===== config.mk =====
export PLATFORM = sky130hd
export DESIGN_NAME = mem_port_arbiter
export DESIGN_NICKNAME = d
export VERILOG_FILES = /design/src/rtl/mem_port_arbiter.sv
export SDC_FILE = /design/constraint.sdc
export NUM_CORES = 1
export LEC_CHECK = 0
export BUFFER_PORTS_ARGS = -buffer_cell sky130_fd_sc_hd__buf_4
export CORE_AREA = 10 10 115 117
export CTS_BUF_LIST = sky130_fd_sc_hd__clkbuf_8 sky130_fd_sc_hd__clkbuf_16
export CTS_CLUSTER_DIAMETER = 200
export DETAILED_ROUTE_END_ITERATION = 8
export DIE_AREA = 0 0 125 127
export GPL_ROUTABILITY_DRIVEN = 0
export PLACE_DENSITY = 0.72
export SLEW_MARGIN = 30
export SYNTH_ARGS = -nofsm -noshare
export SYNTH_HDL_FRONTEND = slang
export SYNTH_SLANG_ARGS = --single-unit

===== constraint.sdc =====
create_clock -name iCLK -period 1.8 [get_ports iCLK]
set_input_delay 0.09 -clock iCLK [delete_from_list [all_inputs] [get_ports iCLK]]
set_output_delay 0.09 -clock iCLK [all_outputs]
set_load 0.005 [all_outputs]

===== src/rtl/mem_port_arbiter.sv =====
// Single-port memory arbiter sharing one bus between instruction and data ports.
// Data has priority; STARVE_LIMIT forces an instruction grant. Optional: ARB_PERF_CNT_EN.
module mem_port_arbiter #(
    parameter int ADDR_W       = 32,
    parameter int DATA_W       = 32,
    parameter int STARVE_LIMIT = 4
) (
    input  logic              iCLK,
    input  logic              iRST,
    input  logic              IwReadEnable,
    input  logic              IwWriteEnable,
    input  logic [3:0]        IwByteEnable,
    input  logic [ADDR_W-1:0] IwAddress,
    input  logic [DATA_W-1:0] IwWriteData,
    output logic [DATA_W-1:0] oIReadData,
    output logic              oIDone,
    output logic              oIStall,
    input  logic              DwReadEnable,
    input  logic              DwWriteEnable,
    input  logic [3:0]        DwByteEnable,
    input  logic [ADDR_W-1:0] DwAddress,
    input  logic [DATA_W-1:0] DwWriteData,
    output logic [DATA_W-1:0] oDReadData,
    output logic              oDDone,
    output logic              oDStall,
    output logic              MwReadEnable,
    output logic              MwWriteEnable,
    output logic [3:0]        MwByteEnable,
    output logic [ADDR_W-1:0] MwAddress,
    output logic [DATA_W-1:0] MwWriteData,
    input  logic              iMemReady,
    input  logic [DATA_W-1:0] iMemReadData,
`ifdef ARB_PERF_CNT_EN
    output logic [31:0]       oPerfIStall,
    output logic [31:0]       oPerfDStall,
`endif
    output logic [1:0]        oGrant
);

    typedef enum logic [2:0] {
        IDLE,
        BUSY_I,
        BUSY_D,
        RESP_I,
        RESP_D
    } state_t;

    localparam logic [3:0] LIM = 4'(STARVE_LIMIT);

    state_t            state_q;
    logic [3:0]        cnt_q;
    logic [3:0]        cnt_d;
    logic [1:0]        grant_q;
    logic              idone_q;
    logic              ddone_q;
    logic [DATA_W-1:0] ird_q;
    logic [DATA_W-1:0] drd_q;

    logic i_req;
    logic d_req;
    logic i_rd;
    logic d_rd;

    assign i_req = IwReadEnable | IwWriteEnable;
    assign d_req = DwReadEnable | DwWriteEnable;
    // A simultaneous write request suppresses the read
    assign i_rd  = IwReadEnable & ~IwWriteEnable;
    assign d_rd  = DwReadEnable & ~DwWriteEnable;
    assign cnt_d = (cnt_q == 4'hF) ? cnt_q : cnt_q + 4'd1;

    // Arbitration FSM with registered grant, done pulses and read data
    always_ff @(posedge iCLK) begin
        if (iRST) begin
            state_q <= IDLE;
            cnt_q   <= '0;
            grant_q <= '0;
            idone_q <= 1'b0;
            ddone_q <= 1'b0;
            ird_q   <= '0;
            drd_q   <= '0;
        end else begin
            idone_q <= 1'b0;
            ddone_q <= 1'b0;
            unique case (state_q)
                IDLE: begin
                    if (d_req && (!i_req || cnt_q < LIM)) begin
                        state_q <= BUSY_D;
                        grant_q <= 2'b10;
                        if (i_req) cnt_q <= cnt_d;
                    end else if (i_req) begin
                        state_q <= BUSY_I;
                        grant_q <= 2'b01;
                        cnt_q   <= '0;
                    end
                end
                BUSY_I: begin
                    if (iMemReady) begin
                        state_q <= RESP_I;
                        grant_q <= 2'b00;
                        idone_q <= 1'b1;
                        if (i_rd) ird_q <= iMemReadData;
                    end
                end
                BUSY_D: begin
                    if (iMemReady) begin
                        state_q <= RESP_D;
                        grant_q <= 2'b00;
                        ddone_q <= 1'b1;
                        if (d_rd) drd_q <= iMemReadData;
                    end
                end
                RESP_I, RESP_D: begin
                    state_q <= IDLE;
                end
                default: begin
                    state_q <= IDLE;
                    grant_q <= 2'b00;
                end
            endcase
        end
    end

    // Memory bus follows the granted port's live inputs
    always_comb begin
        MwReadEnable  = 1'b0;
        MwWriteEnable = 1'b0;
        MwByteEnable  = '0;
        MwAddress     = '0;
        MwWriteData   = '0;
        if (grant_q[0]) begin
            MwReadEnable  = i_rd;
            MwWriteEnable = IwWriteEnable;
            MwByteEnable  = IwByteEnable;
            MwAddress     = IwAddress;
            MwWriteData   = IwWriteData;
        end else if (grant_q[1]) begin
            MwReadEnable  = d_rd;
            MwWriteEnable = DwWriteEnable;
            MwByteEnable  = DwByteEnable;
            MwAddress     = DwAddress;
            MwWriteData   = DwWriteData;
        end
    end

    assign oGrant     = grant_q;
    assign oIDone     = idone_q;
    assign oDDone     = ddone_q;
    assign oIReadData = ird_q;
    assign oDReadData = drd_q;
    assign oIStall    = i_req & ~idone_q;
    assign oDStall    = d_req & ~ddone_q;

`ifdef ARB_PERF_CNT_EN
    logic [31:0] perf_i_q;
    logic [31:0] perf_d_q;

    // Free-running stall cycle counters, wrapping naturally
    always_ff @(posedge iCLK) begin
        if (iRST) begin
            perf_i_q <= '0;
            perf_d_q <= '0;
        end else begin
            if (oIStall) perf_i_q <= perf_i_q + 32'd1;
            if (oDStall) perf_d_q <= perf_d_q + 32'd1;
        end
    end

    assign oPerfIStall = perf_i_q;
    assign oPerfDStall = perf_d_q;
`endif

endmodule


==> flow_summary.html <==
<table>
<tr><th>Metric</th><th>Value</th></tr>
<tr><th colspan="2">Timing</th></tr>
<tr><td>Period minus WS final</td><td>1.68 ns</td></tr>
<tr><td>Actual slew at the worst max-slew pin</td><td>0.695 ns</td></tr>
<tr><td>Worst slew margin</td><td>0.536</td></tr>
<tr><td>Max Clock Skew</td><td>0.00649 ns</td></tr>
<tr><td>Final hold violation count</td><td>0</td></tr>
<tr><td>Share of the cycle needed by the critical path after routing</td><td>0.935</td></tr>
<tr><td>Final Max Tran Viols</td><td>0</td></tr>
<tr><td>Post-route setup TNS</td><td>0 ns</td></tr>
<tr><td>Setup-failing EPs final</td><td>0</td></tr>
<tr><td>Smallest setup slack after layout</td><td>0.118 ns</td></tr>
<tr><td>Setup repair after global routing missed its margin</td><td>false</td></tr>
<tr><td>Highest achievable clock rate</td><td>0.594 GHz</td></tr>
<tr><th colspan="2">CTS</th></tr>
<tr><td># H-tree levels</td><td>3</td></tr>
<tr><td>Clock root cell</td><td>clkbuf_16</td></tr>
<tr><td>Latest clock arrival within the worst-skew pair</td><td>0.32 ns</td></tr>
<tr><td>Clk slew on worst S/H paths</td><td>0.06 ns</td></tr>
<tr><td>Clock sinks</td><td>75</td></tr>
<tr><td>Post-CTS setup repair buffer count</td><td>0</td></tr>
<tr><td>Clk buf depth</td><td>2</td></tr>
<tr><td>Clock tree from TritonCTS</td><td>built</td></tr>
<tr><td>Number of buffers created by CTS</td><td>9</td></tr>
<tr><th colspan="2">Critical path</th></tr>
<tr><td>Class of the most critical setup path</td><td>reg -&gt; out</td></tr>
<tr><td>Worst-path maximum fanout</td><td>42</td></tr>
<tr><td>R2r startpoint</td><td>state_q[0]$_SDFFE_PP0P_</td></tr>
<tr><td>Worst setup slack for register-to-register paths</td><td>0.29 ns</td></tr>
<tr><td>Req. time, crit path</td><td>1.71 ns</td></tr>
<tr><td>CP Launch Type</td><td>flip-flop</td></tr>
<tr><td>Maximum cell stage delay along the critical path</td><td>0.36 ns</td></tr>
<tr><td>Slowest CP cell</td><td>dfxtp_1</td></tr>
<tr><td>End of the worst register-to-register path</td><td>oDReadData[14]$_SDFFE_PP0P_</td></tr>
<tr><td>Cells along the critical path</td><td>nor2b_4 -&gt; buf_12 -&gt; a22o_1 -&gt; buf_4</td></tr>
<tr><td>Capturing element type of the critical path</td><td>output pin</td></tr>
<tr><td>Data arrival at the endpoint of the critical path</td><td>1.59 ns</td></tr>
<tr><td>Reg2Reg Depth</td><td>4</td></tr>
<tr><th colspan="2">Placed design</th></tr>
<tr><td>Port buffer count</td><td>314</td></tr>
<tr><td>Post-detailed-placement cell area</td><td>0.00610 sq mm</td></tr>
<tr><td>Setup slack after placement</td><td>0.0201 ns</td></tr>
<tr><td>Detailed placement HPWL</td><td>15,400 um</td></tr>
<tr><th colspan="2">Job</th></tr>
<tr><td>Total of max-cap violations</td><td>0</td></tr>
<tr><th colspan="2">Synth</th></tr>
<tr><td>Post-synthesis instance area</td><td>0.00363 sq mm</td></tr>
<tr><td>Post-synthesis cell count</td><td>436</td></tr>
<tr><td>Post-Synthesis Net Count</td><td>612</td></tr>
<tr><td>Warnings, synthesis</td><td>0</td></tr>
<tr><td>Share of the yosys chip area belonging to registers</td><td>0.414</td></tr>
<tr><td>Distinct cell type count after synthesis</td><td>36</td></tr>
<tr><td>Number of synthesized register bits</td><td>75</td></tr>
<tr><td>Post-synthesis area per instance</td><td>8.32 sq um</td></tr>
<tr><th colspan="2">Floorplanning</th></tr>
<tr><td>IO Count</td><td>315</td></tr>
<tr><td>Die Ht</td><td>127 um</td></tr>
<tr><td>Core region area</td><td>0.0111 sq mm</td></tr>
<tr><td>Initial core utilization</td><td>0.326</td></tr>
<tr><td>Die outline area</td><td>0.0159 sq mm</td></tr>
<tr><td>Cell row count</td><td>39</td></tr>
<tr><td>Die Width</td><td>125 um</td></tr>
<tr><th colspan="2">Final layout</th></tr>
<tr><td>Layout Utilization</td><td>0.578</td></tr>
<tr><td>Final instance area</td><td>0.00643 sq mm</td></tr>
<tr><td>Relative area change from synthesis to final layout</td><td>77.3%</td></tr>
<tr><td>Ratio of cells with drive above 1 in the final layout</td><td>0.483</td></tr>
<tr><td>Count of nets after finishing</td><td>900</td></tr>
<tr><td>Antenna diode count</td><td>0</td></tr>
<tr><td>Number of fill cells</td><td>1,003</td></tr>
<tr><th colspan="2">Min path</th></tr>
<tr><td>Hold_sp</td><td>iMemReadData[25]</td></tr>
<tr><td>Depth of the worst hold-timing path</td><td>3</td></tr>
<tr><td>Class of the most critical hold timing path</td><td>in -&gt; reg</td></tr>
<tr><td>Hold-critical path endpoint</td><td>oDReadData[25]$_SDFFE_PP0P_</td></tr>
<tr><th colspan="2">Global route</th></tr>
<tr><td>Most Crowded Layer GR</td><td>met2</td></tr>
<tr><td>Fraction of met3 tracks used by global routing</td><td>0.0773</td></tr>
<tr><td>Pin count of the biggest net entering global routing</td><td>73</td></tr>
<tr><td>Number of global-route vias before repair</td><td>4,781</td></tr>
<tr><td>Met2 track utilization from global routing</td><td>0.393</td></tr>
<tr><td>Final global-route overflow total</td><td>0</td></tr>
<tr><td>Initial antenna violation count</td><td>2</td></tr>
<tr><td>Global routing met1 resource utilization</td><td>0.258</td></tr>
<tr><td>Wire length of the first global-routing pass</td><td>29,000 um</td></tr>
<tr><td>Total global routing track utilization</td><td>0.226</td></tr>
<tr><th colspan="2">Route</th></tr>
<tr><td>Count of routing violations after the opening detailed-route iteration</td><td>458</td></tr>
<tr><td>Number of antenna-violating nets in the routed design</td><td>0</td></tr>
<tr><td>Post-detailed-routing wire length</td><td>19,800 um</td></tr>
<tr><td>Count of unresolved DRC violations after routing</td><td>0</td></tr>
<tr><td>Wirelength per Cell</td><td>22.7 um</td></tr>
<tr><td>Vias</td><td>4,861</td></tr>
<tr><td>Via density per instance</td><td>5.57</td></tr>
<tr><td>First-pass DRT Iterations</td><td>5</td></tr>
<tr><th colspan="2">Status</th></tr>
<tr><td>Run status</td><td>complete, no violations</td></tr>
<tr><th colspan="2">Pwr</th></tr>
<tr><td>Leak pwr</td><td>2.97 nW</td></tr>
<tr><td>Power Dens Cells</td><td>757 mW/mm^2</td></tr>
<tr><td>Tot Pwr</td><td>0.00487 W</td></tr>
<tr><td>Peak supply drop</td><td>0.639 mV</td></tr>
</table>
==> per-stage QoR <==
stage,hold slack [ns],instances
6_report,0.0322,872
5_1_grt,0.0328,872
4_1_cts,0.0258,872
3_5_place_dp,0.326,855
3_3_place_gp,0.326,855
2_1_floorplan,0.238,436
==> how the worst max path moves through the flow <==
| stage | slack, ns | cells after the start | from | endpoint |
|---|---|---|---|---|
| 2_1_floorplan | 0.46 | 4 | state_q[1]$_SDFFE_PP0P_ | cnt_q[0]$_SDFFE_PP0P_ |
| 3_3_place_gp | 0.14 | 3 | state_q[2]$_SDFFE_PP0P_ | oIReadData[6]$_SDFFE_PP0P_ |
| 3_5_place_dp | 0.02 | 3 | state_q[2]$_SDFFE_PP0P_ | oIReadData[15]$_SDFFE_PP0P_ |
| 4_1_cts | 0.12 | 4 | oGrant[1]$_SDFFE_PP0P_ | MwAddress[29] |
| 5_1_grt | 0.03 | 4 | oGrant[1]$_SDFFE_PP0P_ | MwWriteData[16] |
| 6_report | 0.12 | 4 | oGrant[1]$_SDFFE_PP0P_ | MwAddress[26] |
==> flip-flops by register name, indices dropped and copies added, names as in the netlist <==
name / cells
oDReadData: 32
oIReadData: 32
cnt_q: 4
state_q: 3
oGrant: 2
oDDone: 1
oIDone: 1
==> repair_timing <==
item                                    4_1_cts  5_1_grt
endpoints found under the setup margin        4        0
gates resized for setup                       1        0
hold buffers                                  1        0
hold endpoints to repair                      1        0
==> worst max-delay path: cells and delay by family (launching register included) <==
kind	cells	cell delay, ns
buf+inv	2	0.37
flops	1	0.36
compound gates	1	0.20
simple gates	1	0.32
==> power breakdown <==
part | internal [W] | switching, W
clock | 0.00124 | 0.000671
combinational | 0.000673 | 0.000568
sequential | 0.00169 | 0.0000248
total | 0.00361 | 0.00126
==> synth_stat cells (all sizes together) <==
master / count / area share
nand2b: 1 / 0.0017
o211a: 1 / 0.0028
a32o: 1 / 0.0028
nand4bb: 1 / 0.0031
and4bb: 2 / 0.0069
o2bb2ai: 1 / 0.0024
ha: 1 / 0.0034
nand3: 66 / 0.091
and4b: 1 / 0.0028
nor2b: 2 / 0.0034
nand2: 1 / 0.0010
buf: 24 / 0.035
clkbuf: 29 / 0.030
dfxtp: 75 / 0.41
o22ai: 1 / 0.0017
a21oi: 65 / 0.090
o21ai: 67 / 0.092
o32a: 1 / 0.0028
nand3b: 1 / 0.0021
and2: 1 / 0.0017
nor2: 9 / 0.0093
nor4: 2 / 0.0052
a22o: 71 / 0.17
nand4b: 1 / 0.0024
inv: 3 / 0.0031
or2: 1 / 0.0017
mux2: 1 / 0.0041
or3: 1 / 0.0017
o21a: 1 / 0.0021
o221ai: 2 / 0.0048
nor3: 1 / 0.0014
a211oi: 1 / 0.0021
==> cell families after synthesis <==
kind of cell               after synthesis  synth area share
DFF                                     75             0.414
AOI/OAI and AO/OA                      212             0.375
muxes                                    1           0.00414
and+or+nand+nor                         91             0.136
adders and majority gates                1           0.00345
buffers and inverters                   56            0.0683
==> per-layer routing <==
metal / share of wire / vias to the layer above
li1: - / 2219
met5: 0.0014 / -
met4: 0.021 / 4
met1: 0.38 / 2318
met3: 0.11 / 33
met2: 0.49 / 287
==> final cells by class <==
class                           instances  area, sq um  share of cell area
Clock inverter                          6         81.3              0.0126
Multi-Input combinational cell        305         1890               0.294
Tap cell                              143          179              0.0278
Inverter                                3         11.3             0.00175
Timing Repair Buffer                  330         2530               0.393
Sequential cell                        75         1500               0.234
Clock buffer                           10          239              0.0371
==> placed cells by master (no fill, tap or decap), types with 2 or more instances in the layout <==
cell type / Yosys / final
buf_4: 1 / 325
dfxtp_1: 75 / 74
a22o_1: 71 / 71
o21ai_0: 67 / 67
nand3_1: 66 / 66
a21oi_1: 65 / 65
clkbuf_16: 0 / 9
nor2_1: 9 / 8
inv_1: 3 / 5
buf_12: 0 / 4
and4bb_2: 2 / 2
o221ai_1: 2 / 2
bufinv_16: 0 / 2
Note: power is estimated with default switching activity, not from simulation.
